**src/rtl/imem_responder.sv**
```systemverilog
// Instruction-side fetch responder: serves IF fetches from a one-entry buffer and
// refills it from the external instruction SRAM over a level req / one-cycle ack port.
module imem_responder #(
  parameter int ADDR_W = 18  // must leave iaddr[ADDR_W+1] inside the 32-bit address
) (
  input  logic              cpu_clk_50M,
  input  logic              cpu_rst_n,
  input  logic              ice,
  input  logic [31:0]       iaddr,
  input  logic              flush,
  output logic [31:0]       inst,
  output logic              inst_valid,
  output logic              stallreq_if,
  output logic              sram_req,
  output logic [ADDR_W-1:0] sram_addr,
  input  logic              sram_ack,
  input  logic [31:0]       sram_rdata,
  output logic [2:0]        dbg_state_o
);

  typedef enum logic [2:0] {
    IDLE   = 3'd0,
    LOOKUP = 3'd1,
    FILL   = 3'd2,
    RESP   = 3'd3,
    DRAIN  = 3'd4
  } state_t;

  state_t              state_q, state_d;
  logic [ADDR_W-1:0]   req_addr_q, req_addr_d;
  logic [ADDR_W-1:0]   buf_tag_q, buf_tag_d;
  logic [31:0]         buf_data_q, buf_data_d;
  logic                buf_valid_q, buf_valid_d;
  logic                sram_req_q, sram_req_d;
  logic [ADDR_W-1:0]   sram_addr_q, sram_addr_d;
  logic                hit;
  logic [ADDR_W-1:0]   fetch_word;
  logic                unused_iaddr_bits;

  assign fetch_word        = iaddr[ADDR_W+1:2];
  assign unused_iaddr_bits = ^{iaddr[31:ADDR_W+2], iaddr[1:0]};
  assign hit               = buf_valid_q && (buf_tag_q == req_addr_q);

  // SRAM port: sram_req is a level held from issue through the ack cycle inclusive;
  // sram_ack is a one-cycle strobe that completes the read and is only honoured
  // while a read is outstanding (FILL or DRAIN). sram_addr is stable while sram_req=1.
  always_ff @(posedge cpu_clk_50M or negedge cpu_rst_n) begin
    if (!cpu_rst_n) begin
      state_q     <= IDLE;
      req_addr_q  <= '0;
      buf_tag_q   <= '0;
      buf_data_q  <= '0;
      buf_valid_q <= 1'b0;
      sram_req_q  <= 1'b0;
      sram_addr_q <= '0;
    end else begin
      state_q     <= state_d;
      req_addr_q  <= req_addr_d;
      buf_tag_q   <= buf_tag_d;
      buf_data_q  <= buf_data_d;
      buf_valid_q <= buf_valid_d;
      sram_req_q  <= sram_req_d;
      sram_addr_q <= sram_addr_d;
    end
  end

  always_comb begin
    state_d     = state_q;
    req_addr_d  = req_addr_q;
    buf_tag_d   = buf_tag_q;
    buf_data_d  = buf_data_q;
    buf_valid_d = buf_valid_q;
    sram_req_d  = sram_req_q;
    sram_addr_d = sram_addr_q;
    inst_valid  = 1'b0;
    stallreq_if = 1'b0;

    unique case (state_q)
      IDLE: begin
        if (ice && !flush) begin
          req_addr_d = fetch_word;
          state_d    = LOOKUP;
        end
      end

      LOOKUP: begin
        // Stall is decided by the buffer alone so the stall controller sees no loop.
        stallreq_if = !hit;
        if (flush) begin
          state_d = IDLE;
        end else if (hit) begin
          inst_valid = 1'b1;
          if (ice) req_addr_d = fetch_word;
          else     state_d    = IDLE;
        end else begin
          sram_req_d  = 1'b1;
          sram_addr_d = req_addr_q;
          state_d     = FILL;
        end
      end

      FILL: begin
        stallreq_if = 1'b1;
        if (sram_ack) begin
          buf_tag_d   = req_addr_q;
          buf_data_d  = sram_rdata;
          buf_valid_d = 1'b1;
          sram_req_d  = 1'b0;
          state_d     = flush ? IDLE : RESP;
        end else if (flush) begin
          state_d = DRAIN;
        end
      end

      RESP: begin
        if (flush) begin
          state_d = IDLE;
        end else begin
          inst_valid = 1'b1;
          if (ice) begin
            req_addr_d = fetch_word;
            state_d    = LOOKUP;
          end else begin
            state_d = IDLE;
          end
        end
      end

      DRAIN: begin
        // The read still completes; its data is valid and kept, but nothing is returned.
        stallreq_if = 1'b1;
        if (sram_ack) begin
          buf_tag_d   = req_addr_q;
          buf_data_d  = sram_rdata;
          buf_valid_d = 1'b1;
          sram_req_d  = 1'b0;
          state_d     = IDLE;
        end
      end

      default: state_d = IDLE;
    endcase
  end

  assign inst        = inst_valid ? buf_data_q : 32'h0;
  assign sram_req    = sram_req_q;
  assign sram_addr   = sram_addr_q;
  assign dbg_state_o = state_q;

endmodule
```
**config.mk**
```make
export PLATFORM = sky130hd
export DESIGN_NAME = imem_responder
export DESIGN_NICKNAME = d
export VERILOG_FILES = /design/src/rtl/imem_responder.sv
export SDC_FILE = /design/constraint.sdc
export NUM_CORES = 1
export LEC_CHECK = 0
export ABC_AREA = 1
export BUFFER_PORTS_ARGS = -buffer_cell sky130_fd_sc_hd__buf_2
export CAP_MARGIN = 10
export CORE_MARGIN = 1
export CORE_UTILIZATION = 40
export CTS_BUF_LIST = sky130_fd_sc_hd__clkbuf_8
export DETAILED_ROUTE_END_ITERATION = 10
export PLACE_DENSITY = 0.68
export SETUP_SLACK_MARGIN = 0.1
export SYNTH_ARGS = -nofsm -noshare
export SYNTH_HDL_FRONTEND = slang
export SYNTH_SLANG_ARGS = --single-unit
export TNS_END_PERCENT = 20
```
**constraint.sdc**
```tcl
create_clock -name cpu_clk_50M -period 2.8 [get_ports cpu_clk_50M]
set_input_delay 0.14 -clock cpu_clk_50M [delete_from_list [all_inputs] [get_ports cpu_clk_50M]]
set_output_delay 0.14 -clock cpu_clk_50M [all_outputs]
set_load 0.01 [all_outputs]
```
==> out/metrics.cfg, run 1 <==
[run_status]
status = finished, final reports clean

[final_layout]
drive_gt1_share_pct = 21.2
fin_util_pct = 52.4
final_nets = 763
antenna_cells = 0
syn_to_final_growth_pct = 26.7

[routing]
ant_nets = 0
vias_per_cell = 4.61
wl_per_cell_um = 12.1
routed-via-count = 3848
wl_um = 10100
drtIter0Drc = 243
firstDrtPassIters = 5
drc_errors = 0

[synth]
ys_seq_area_share_pct = 53.1
ys_seq_elements = 91
avgSynthCellArea_um2 = 7.69
synth_flop_cell = dfrtp_1
synth-edff-count = 0
syn_area_mm2 = 0.00429
synthXorXnorAreaFrac_pct = 0.613
yosysWarnings = 0
synth_cell_type_count = 27
synth_most_common_cell = nand2_1
synthAdderAreaFrac_pct = 0
synth_area_leader_cell = dfrtp_1
syn_nets = 627
synthTopCellsByCount = nand2_1 (194), dfrtp_1 (91), inv_1 (75), nor2_1 (53), o21ai_0 (50)
post_synth_and_or_nand_nor_area_fraction_pct = 29.1
async_reset_ff_share_pct = 100
synth.top_cells.by_area = dfrtp_1 (53%), nand2_1 (17%), inv_1 (6.6%)
synth_top_family_by_area = simple AND/OR/NAND/NOR gates
synth-compound-area-share_pct = 7.18
synth_top_cell_area_share_pct = 53.1
synth_cells = 558
synth_mux_area_share_pct = 0

[sta]
tightest_slew_ps = 630
final_max_slew_viol_count = 0
fin_crit_ps = 2240
fin_crit_sh_pct = 79.9
final_hold_viol_count = 0
setup_viol = 0
grt_setup_unrepaired = false
max_slew_margin_pct = 57.9
setup_tns_ps = 0
fmax_mhz = 447
final.setup_skew_ps = 9.10

[cts]
cts_tree = yes
clkLatencyLatePin_ps = 360
cts_resized = 0
clockBufferDepth = 2
cts_made_buffers = 9
htree_levels = 3
clockRootBuffer = clkbuf_8
clock-sinks = 91
clk_pin_slew_ps = 90
cts_setup_buffers = 0
ctsHoldBuffers = 27

[worst_setup_path]
slowest_stage = dfrtp_1
crit_family = simple AND/OR/NAND/NOR gates
max_stage_delay_ps = 440
crit_top_cell = nand2_1
path_buf_inv = 3
rrSetupSlack_ps = 830
crit_fanout = 33
cp.arrival_ps = 2100
criticalPathCategory = register to output pin
worst_setup_path_start_kind = register
required_ps = 2660
cp-end-kind = output pin
crit_chain = xnor2_1 -> inv_1 -> nor3_1 -> nand3_2 -> nand2_1 -> nand2_1 -> buf_4 -> nor2_1 -> buf_2

[floorplanning]
io_pins = 125
die_w_um = 106
std_cell_rows = 37
die_h_um = 106
core_mm2 = 0.0104
design.die.area_mm2 = 0.0111
floorplan.initialDensity_pct = 41.4

[global_route]
antenna_found_initial = 0
grt-ovfl-total = 0
grt_first_pass_wirelength_um = 17000
grt_max_degree = 65
grt_usage_pct = 19.3
grt_pass1_vias = 3615

[power_and_ir_drop]
power_density_mw_per_mm2 = 954
vdd_drop_max_v = 0.000433
leakagePower_nw = 3.02
power_mw = 5.19

[placed_design]
dp_hpwl_um = 6910
io_buffers = 110
place.gp.congestion = 0.859

[flow_run]
drv_cap = 0

[hold_path]
hold_path_class = input pin to register

[metrics by stage]
stage                     area (um^2)  cells  hold WS, ps  setup slack, ps
after CTS                        5430    834        0.532              543
after global placement           4950    791          136              869
after global routing             5440    835         2.65              342
final                            5440    835         9.31              563
after floorplan                  4290    558         -156             1200
after detailed placement         4950    791          148              845
[path summary, 6_finish.rpt]
check                           depth (start not counted)      startpoint             end
worst max-delay path                                    9  req_addr_q[16]         inst[1]
worst min-delay path                                    3   sram_rdata[0]   buf_data_q[0]
worst max register to register                          8  req_addr_q[16]  req_addr_q[12]
worst min register to register                          2    sram_addr[1]    sram_addr[1]
max in group asynchronous                               3       cpu_rst_n   buf_data_q[9]
min in group asynchronous                               2       cpu_rst_n  buf_data_q[26]
[sequential cells by signal, indices dropped and copies added, names as in the netlist]
register / cells
req_addr_q: 18
buf_tag_q: 18
sram_addr: 18
dbg_state_o: 3
sram_req: 1
buf_data_q: 32
buf_valid_q: 1
[cell families after synthesis]
family / Yosys count
xor gates and xnor gates: 3
DFF: 91
AOI/OAI and AO/OA: 58
buffers and inverters: 101
and+or+nand+nor: 305
[where the power goes]
part           switching (mW)  internal (mW)  leakage (nW)  total, mW
combinational            1.28          0.742          1.77       2.02
clock                   0.465          0.439         0.108      0.904
sequential              0.359           1.90          1.14       2.26
[layer usage]
metal	GRT usage, %	routed length, um	vias up
met5	0	0	-
met4	5.06	104	0
met3	4.33	546	10
met2	32.9	4650	116
met1	24.7	4810	1755
li1	-	-	1967
[area by class of cell]
| type | instances | area, um^2 |
|---|---|---|
| clock inverters | 6 | 65.1 |
| flip-flops and latches | 91 | 2280 |
| fillers | 974 | 4930 |
| repair buffers | 147 | 901 |
| clock buffers | 10 | 138 |
| well taps | 136 | 170 |
| multi-input cells | 366 | 1590 |
| inverters | 79 | 297 |
[layout by cell type, fill, tap and decap left out, drive strengths merged, types with 2 or more instances in the layout]
| master | count |
|---|---|
| nand2 | 196 |
| buf | 119 |
| dfrtp | 91 |
| inv | 81 |
| nor2 | 58 |
| o21ai | 55 |
| nand3 | 42 |
| dlygate4sd3 | 28 |
| clkbuf | 10 |
| nor3 | 4 |
| clkinv | 3 |
| xor2 | 2 |
| nand4 | 2 |
[tightest hold or removal path, delay by kind of cell]
kind / cells / cell delay (ps)
buffers and inverters: 1 / 70
AO/OA/AOI/OAI: 1 / 70
AND/OR/NAND/NOR: 1 / 40
(Power assumes the default switching activity.)
==> inputs of run 2 (changes only) <==
==> constraint.sdc (replaced) <==
create_clock -name cpu_clk_50M -period 2.3 [get_ports cpu_clk_50M]
set_input_delay 0.115 -clock cpu_clk_50M [delete_from_list [all_inputs] [get_ports cpu_clk_50M]]
set_output_delay 0.115 -clock cpu_clk_50M [all_outputs]
set_load 0.01 [all_outputs]
==> out/metrics.cfg, run 2 (synthesized netlist as in run 1, its figures left out) <==
[sta]
max_slew_margin_pct = 58.0  ; was 57.9%
grt_setup_unrepaired = true  ; was false
setup_viol = 0  ; unchanged
final.setup_skew_ps = 8.38  ; was 9.10 ps
fin_crit_ps = 2140
tightest_slew_ps = 629  ; was 630 ps
setup_tns_ps = 0  ; unchanged
final_hold_viol_count = 0  ; unchanged
fmax_mhz = 467
fin_crit_sh_pct = 93.2
final_max_slew_viol_count = 0  ; unchanged

[cts]
cts_made_buffers = 9  ; unchanged
clk_pin_slew_ps = 80  ; was 90 ps
cts_tree = yes  ; unchanged
htree_levels = 3  ; unchanged
clkLatencyLatePin_ps = 360  ; about the same
clock-sinks = 91  ; unchanged
clockRootBuffer = clkbuf_8  ; unchanged
clockBufferDepth = 2  ; unchanged

[final_layout]
drive_gt1_share_pct = 24.8  ; was 21.2%
final_common_cell = nand2_1  ; unchanged
antenna_cells = 0  ; unchanged
largest-register = buf_data_q  ; unchanged
final_nets = 799  ; was 763
syn_to_final_growth_pct = 37.5  ; was 26.7%
final_cells = 871  ; was 835
final_area_mm2 = 0.00590  ; was 0.00544 mm^2
layout_common_cells = nand2_1 (187), buf_2 (109), dfrtp_1 (88)  ; was nand2_1 (194), buf_2 (109), dfrtp_1 (91)
largest_reg_flops = 32  ; unchanged

[power_and_ir_drop]
power_density_mw_per_mm2 = 1130  ; was 954 mW/mm^2
power_mw = 6.66  ; was 5.19 mW
leakagePower_nw = 3.23  ; was 3.02 nW
vdd_drop_max_v = 0.000563  ; was 0.000433 V

[routing]
wl_per_cell_um = 12.8  ; was 12.1 um
ant_nets = 0  ; unchanged
wl_um = 11200  ; was 10100 um
firstDrtPassIters = 5  ; unchanged
drc_errors = 0  ; unchanged
vias_per_cell = 4.64  ; was 4.61
drtIter0Drc = 380  ; was 243
routed-via-count = 4040  ; was 3848

[floorplanning]
design.die.area_mm2 = 0.0111  ; unchanged
die_w_um = 106  ; unchanged
die_h_um = 106  ; unchanged
floorplan.initialDensity_pct = 41.4  ; unchanged
io_pins = 125  ; unchanged
core_mm2 = 0.0104  ; unchanged
std_cell_rows = 37  ; unchanged

[worst_setup_path]
crit_chain = nand2_1 -> nand2_1 -> nor2_1 -> nand2_1 -> nor2_2 -> nand3_2 -> nand2_2 -> nand2_4 -> clkbuf_16 -> nor2_2 -> buf_2  ; was xnor2_1 -> inv_1 -> nor3_1 -> nand3_2 -> nand2_1 -> nand2_1 -> buf_4 -> nor2_1 -> buf_2
slowest_stage = dfrtp_1  ; unchanged
crit_top_cell = nand2_1  ; unchanged
crit_fanout = 8  ; was 33
cp.arrival_ps = 2030  ; was 2100 ps
worst_setup_path_start_kind = register  ; unchanged
criticalPathCategory = register to output pin  ; unchanged
cp-end-kind = output pin  ; unchanged
max_stage_delay_ps = 440  ; about the same
ff2ff_path_depth = 11  ; was 8
required_ps = 2180  ; was 2660 ps

[global_route]
grt-ovfl-total = 0  ; unchanged
grt_usage_pct = 20.1  ; was 19.3%
grt_max_degree = 65  ; unchanged
grt_pass1_vias = 3854  ; was 3615
grt_first_pass_wirelength_um = 17700  ; was 17000 um
antenna_found_initial = 0  ; unchanged

[run_status]
status = finished, final reports clean  ; unchanged

[placed_design]
dp.cells = 791  ; unchanged
io_buffers = 110  ; unchanged
place.gp.congestion = 0.842  ; was 0.859
post_dp_cell_area_mm2 = 0.00498  ; was 0.00495 mm^2
dp_hpwl_um = 6910  ; about the same

[hold_path]
hold_path_class = input pin to register  ; unchanged
holdPathStages = 3  ; unchanged

[flow_run]
drv_cap = 0  ; unchanged

==> run 2: cell type report <==
class | count | area (um^2)
sequential | 91 | 2280
clock buffer | 11 | 151
timing repair buffer | 183 | 1300
inverter | 79 | 297
tap | 136 | 170
clock inverter | 5 | 52.6
multi-input combinational | 366 | 1650
fill | 936 | 4470
==> run 2: per-stage QoR <==
step | setup slack, ps | hold WS [ps] | utilization, %
floorplan | 721 | -181 | -
global placement | 381 | 168 | 48.0
detailed placement | 327 | 175 | 48.0
CTS | 122 | 7.64 | 55.0
global route | 11.8 | 50.2 | 56.9
finish | 157 | 22.6 | 56.9
==> run 2: worst paths after layout <==
| path | endpoint | slack (ps) | start |
|---|---|---|---|
| setup / recovery | inst[3] | 160 | req_addr_q[0] |
| setup reg to reg | sram_addr[4] | 510 | req_addr_q[1] |
| hold / removal | buf_data_q[3] | 20 | sram_rdata[3] |
| hold reg to reg | sram_addr[1] | 470 | sram_addr[1] |
| max in group asynchronous | dbg_state_o[2] | 1320 | cpu_rst_n |
| min in group asynchronous | buf_data_q[27] | 320 | cpu_rst_n |
==> run 2: metal layers <==
layer | GRT usage, % | wire length [um] | part of all wire, %
met2 | 34.4 | 5300 | 47
met5 | 0 | 0 | 0
met3 | 3.15 | 543 | 4.9
met4 | 8.73 | 206 | 1.8
met1 | 25.4 | 5120 | 46
==> run 2: what timing repair did <==
item,in CTS,in global routing
pin swaps,0,2
gates resized for setup,4,21
hold endpoints to repair,96,0
buffers inserted,1,11
setup endpoints to repair,17,34
hold buffers,50,0
gates cloned,0,2
==> run 2: where the power goes <==
part	leakage (nW)	switching [mW]	internal (mW)	total, mW
combinational	1.99	1.70	1.11	2.81
clock	0.110	0.556	0.557	1.11
sequential	1.13	0.425	2.32	2.74
==> run 2: worst max-delay path, delay by kind of cell, from the launching register on <==
family	cells	cell delay [ps]
buffers and inverters	2	340
flip-flops	1	440
AND/OR/NAND/NOR	9	890
==> inputs of run 3 (changes only) <==
--- a/config.mk
+++ b/config.mk
@@ -7,11 +7,12 @@
 export LEC_CHECK = 0
 export ABC_AREA = 1
 export BUFFER_PORTS_ARGS = -buffer_cell sky130_fd_sc_hd__buf_2
-export CAP_MARGIN = 10
+export CAP_MARGIN = 20
 export CORE_MARGIN = 1
 export CORE_UTILIZATION = 40
 export CTS_BUF_LIST = sky130_fd_sc_hd__clkbuf_8
 export DETAILED_ROUTE_END_ITERATION = 10
+export GPL_TIMING_DRIVEN = 0
 export PLACE_DENSITY = 0.68
 export SETUP_SLACK_MARGIN = 0.1
 export SYNTH_ARGS = -nofsm -noshare
==> out/metrics.cfg, run 3 (synthesized netlist as in run 1, its figures left out) <==
[routing]
wl_per_cell_um = 13.5  ; was 12.8 um
wl_um = 11800  ; was 11200 um
firstDrtPassIters = 5  ; unchanged
ant_nets = 0  ; unchanged
routed-via-count = 4111  ; was 4040
vias_per_cell = 4.67  ; was 4.64
drtIter0Drc = 283  ; was 380
drc_errors = 0  ; unchanged

[worst_setup_path]
crit_fanout = 10  ; was 8
cp-end-kind = output pin  ; unchanged
required_ps = 2180  ; about the same
criticalPathCategory = register to output pin  ; unchanged
worst_setup_path_start_kind = register  ; unchanged
cp.arrival_ps = 2050  ; was 2030 ps
rrSetupSlack_ps = 370  ; was 510 ps

[power_and_ir_drop]
power_density_mw_per_mm2 = 1140  ; was 1130 mW/mm^2
leakagePower_nw = 3.24  ; was 3.23 nW
power_mw = 6.85  ; was 6.66 mW
vdd_drop_max_v = 0.000581  ; was 0.000563 V

[global_route]
grt_pass1_vias = 3954  ; was 3854
grt-ovfl-total = 0  ; unchanged
grt_first_pass_wirelength_um = 18800  ; was 17700 um
grt_max_degree = 50  ; was 65
grt_usage_pct = 21.4  ; was 20.1%
antenna_found_initial = 0  ; unchanged

[floorplanning]
floorplan.initialDensity_pct = 41.4  ; unchanged
die_w_um = 106  ; unchanged
std_cell_rows = 37  ; unchanged
core_mm2 = 0.0104  ; unchanged
die_h_um = 106  ; unchanged
io_pins = 125  ; unchanged
design.die.area_mm2 = 0.0111  ; unchanged

[sta]
max_slew_margin_pct = 57.1  ; was 58.0%
timing.hold.ws_ps = 7.35  ; was 22.6 ps
final.setup_skew_ps = 11.6  ; was 8.38 ps
fmax_mhz = 462  ; was 467 MHz
grt_setup_unrepaired = true  ; unchanged
setup_tns_ps = 0  ; unchanged
tightest_slew_ps = 642  ; was 629 ps
final.setup.worst_slack_ps = 134  ; was 157 ps
setup_viol = 0  ; unchanged
fin_crit_ps = 2170  ; was 2140 ps
final_hold_viol_count = 0  ; unchanged
fin_crit_sh_pct = 94.2  ; was 93.2%
final_max_slew_viol_count = 0  ; unchanged

[hold_path]
hold_path_class = input pin to register  ; unchanged

[cts]
clockRootBuffer = clkbuf_8  ; unchanged
cts_tree = yes  ; unchanged
cts_made_buffers = 9  ; unchanged
clk_pin_slew_ps = 90  ; was 80 ps
clockBufferDepth = 2  ; unchanged
clkLatencyLatePin_ps = 370  ; was 360 ps
htree_levels = 3  ; unchanged
clock-sinks = 91  ; unchanged

[placed_design]
place_ws_ps = 361  ; was 327 ps
io_buffers = 109  ; was 110
place.gp.congestion = 0.856  ; was 0.842
dp_hpwl_um = 7440  ; was 6910 um
dp.cells = 804  ; was 791

[flow_run]
drv_cap = 0  ; unchanged

[final_layout]
largest_reg_flops = 32  ; unchanged
syn_to_final_growth_pct = 40.6  ; was 37.5%
final_common_cell = nand2_1  ; unchanged
multiInputGateArea_mm2 = 0.00168  ; was 0.00165 mm^2
largest-register = buf_data_q  ; unchanged
nFillCells = 917  ; was 936
seqCellArea_mm2 = 0.00228  ; about the same
layout_common_cells = nand2_1 (190), buf_2 (106), dfrtp_1 (85)  ; was nand2_1 (187), buf_2 (109), dfrtp_1 (88)
final_cells = 880  ; was 871
final_nets = 808  ; was 799
antenna_cells = 0  ; unchanged
drive_gt1_share_pct = 25.4  ; was 24.8%

[run_status]
status = finished, final reports clean  ; unchanged

[run 3: cell count changes in the layout (fill, tap and decap cells not counted), moves of 4 or more]
cell / previous run / this run
nor2_1: 46 / 42
buf_4: 19 / 13
nor2_4: 1 / 8
clkbuf_1: 0 / 6
buf_6: 0 / 12
[run 3: repair_timing]
item | CTS | global route
setup endpoints to repair | 31 | 33
hold buffers | 50 | 0
resized for setup | 5 | 46
cloned | 0 | 1
endpoints found under the hold margin | 91 | 0
buffers inserted | 0 | 9
pin swaps | 0 | 7
[run 3: layer usage]
metal,vias to the layer above,wire length (um),global-route usage (%)
li1,2068,-,-
met1,1909,5460,29.0
met2,122,5650,35.2
met3,12,572,3.15
met4,0,155,7.14
met5,-,0,0
[run 3: worst paths after layout]
path                           startpoint              to  depth (start not counted)
setup / recovery           req_addr_q[14]        inst[16]                         12
hold / removal                   iaddr[4]   req_addr_q[2]                          3
setup reg to reg           dbg_state_o[1]  req_addr_q[14]                          7
hold reg to reg              sram_addr[1]    sram_addr[1]                          2
max in group asynchronous       cpu_rst_n  req_addr_q[15]                          3
min in group asynchronous       cpu_rst_n  buf_data_q[26]                          2
[run 3: power breakdown]
| group | internal [mW] | switching [mW] | total (mW) | leakage, nW |
|---|---|---|---|---|
| clock network | 0.610 | 0.578 | 1.19 | 0.111 |
| registers | 2.32 | 0.443 | 2.77 | 1.13 |
| logic | 1.14 | 1.76 | 2.90 | 2.00 |
[run 3: critical path: stages (launching register included)]
cell	delay, ps
dfrtp_1	440
inv_1	60
nand2_1	50
nand2_1	70
nor2_1	100
nand2_1	70
nor2_2	150
nand3_2	120
nand2_2	90
nand2_4	110
buf_6	170
nor2_1	110
buf_2	150
[run 3: final cells by class]
cell class / count / share of cell area, %
buffer: 22 / 2.63
inverter: 79 / 4.92
sequential: 91 / 37.9
clock inverter: 7 / 1.56
clock buffer: 9 / 2.05
timing repair buffer: 170 / 20.3
tap: 136 / 2.82
multi-input combinational: 366 / 27.8
[run 3: stage by stage]
stage          utilization [%]  cell area [um^2]
2_1_floorplan                -              4290
3_3_place_gp              48.3              5000
3_5_place_dp              48.6              5030
4_1_cts                   55.7              5770
5_1_grt                   58.2              6030
6_report                  58.2              6030
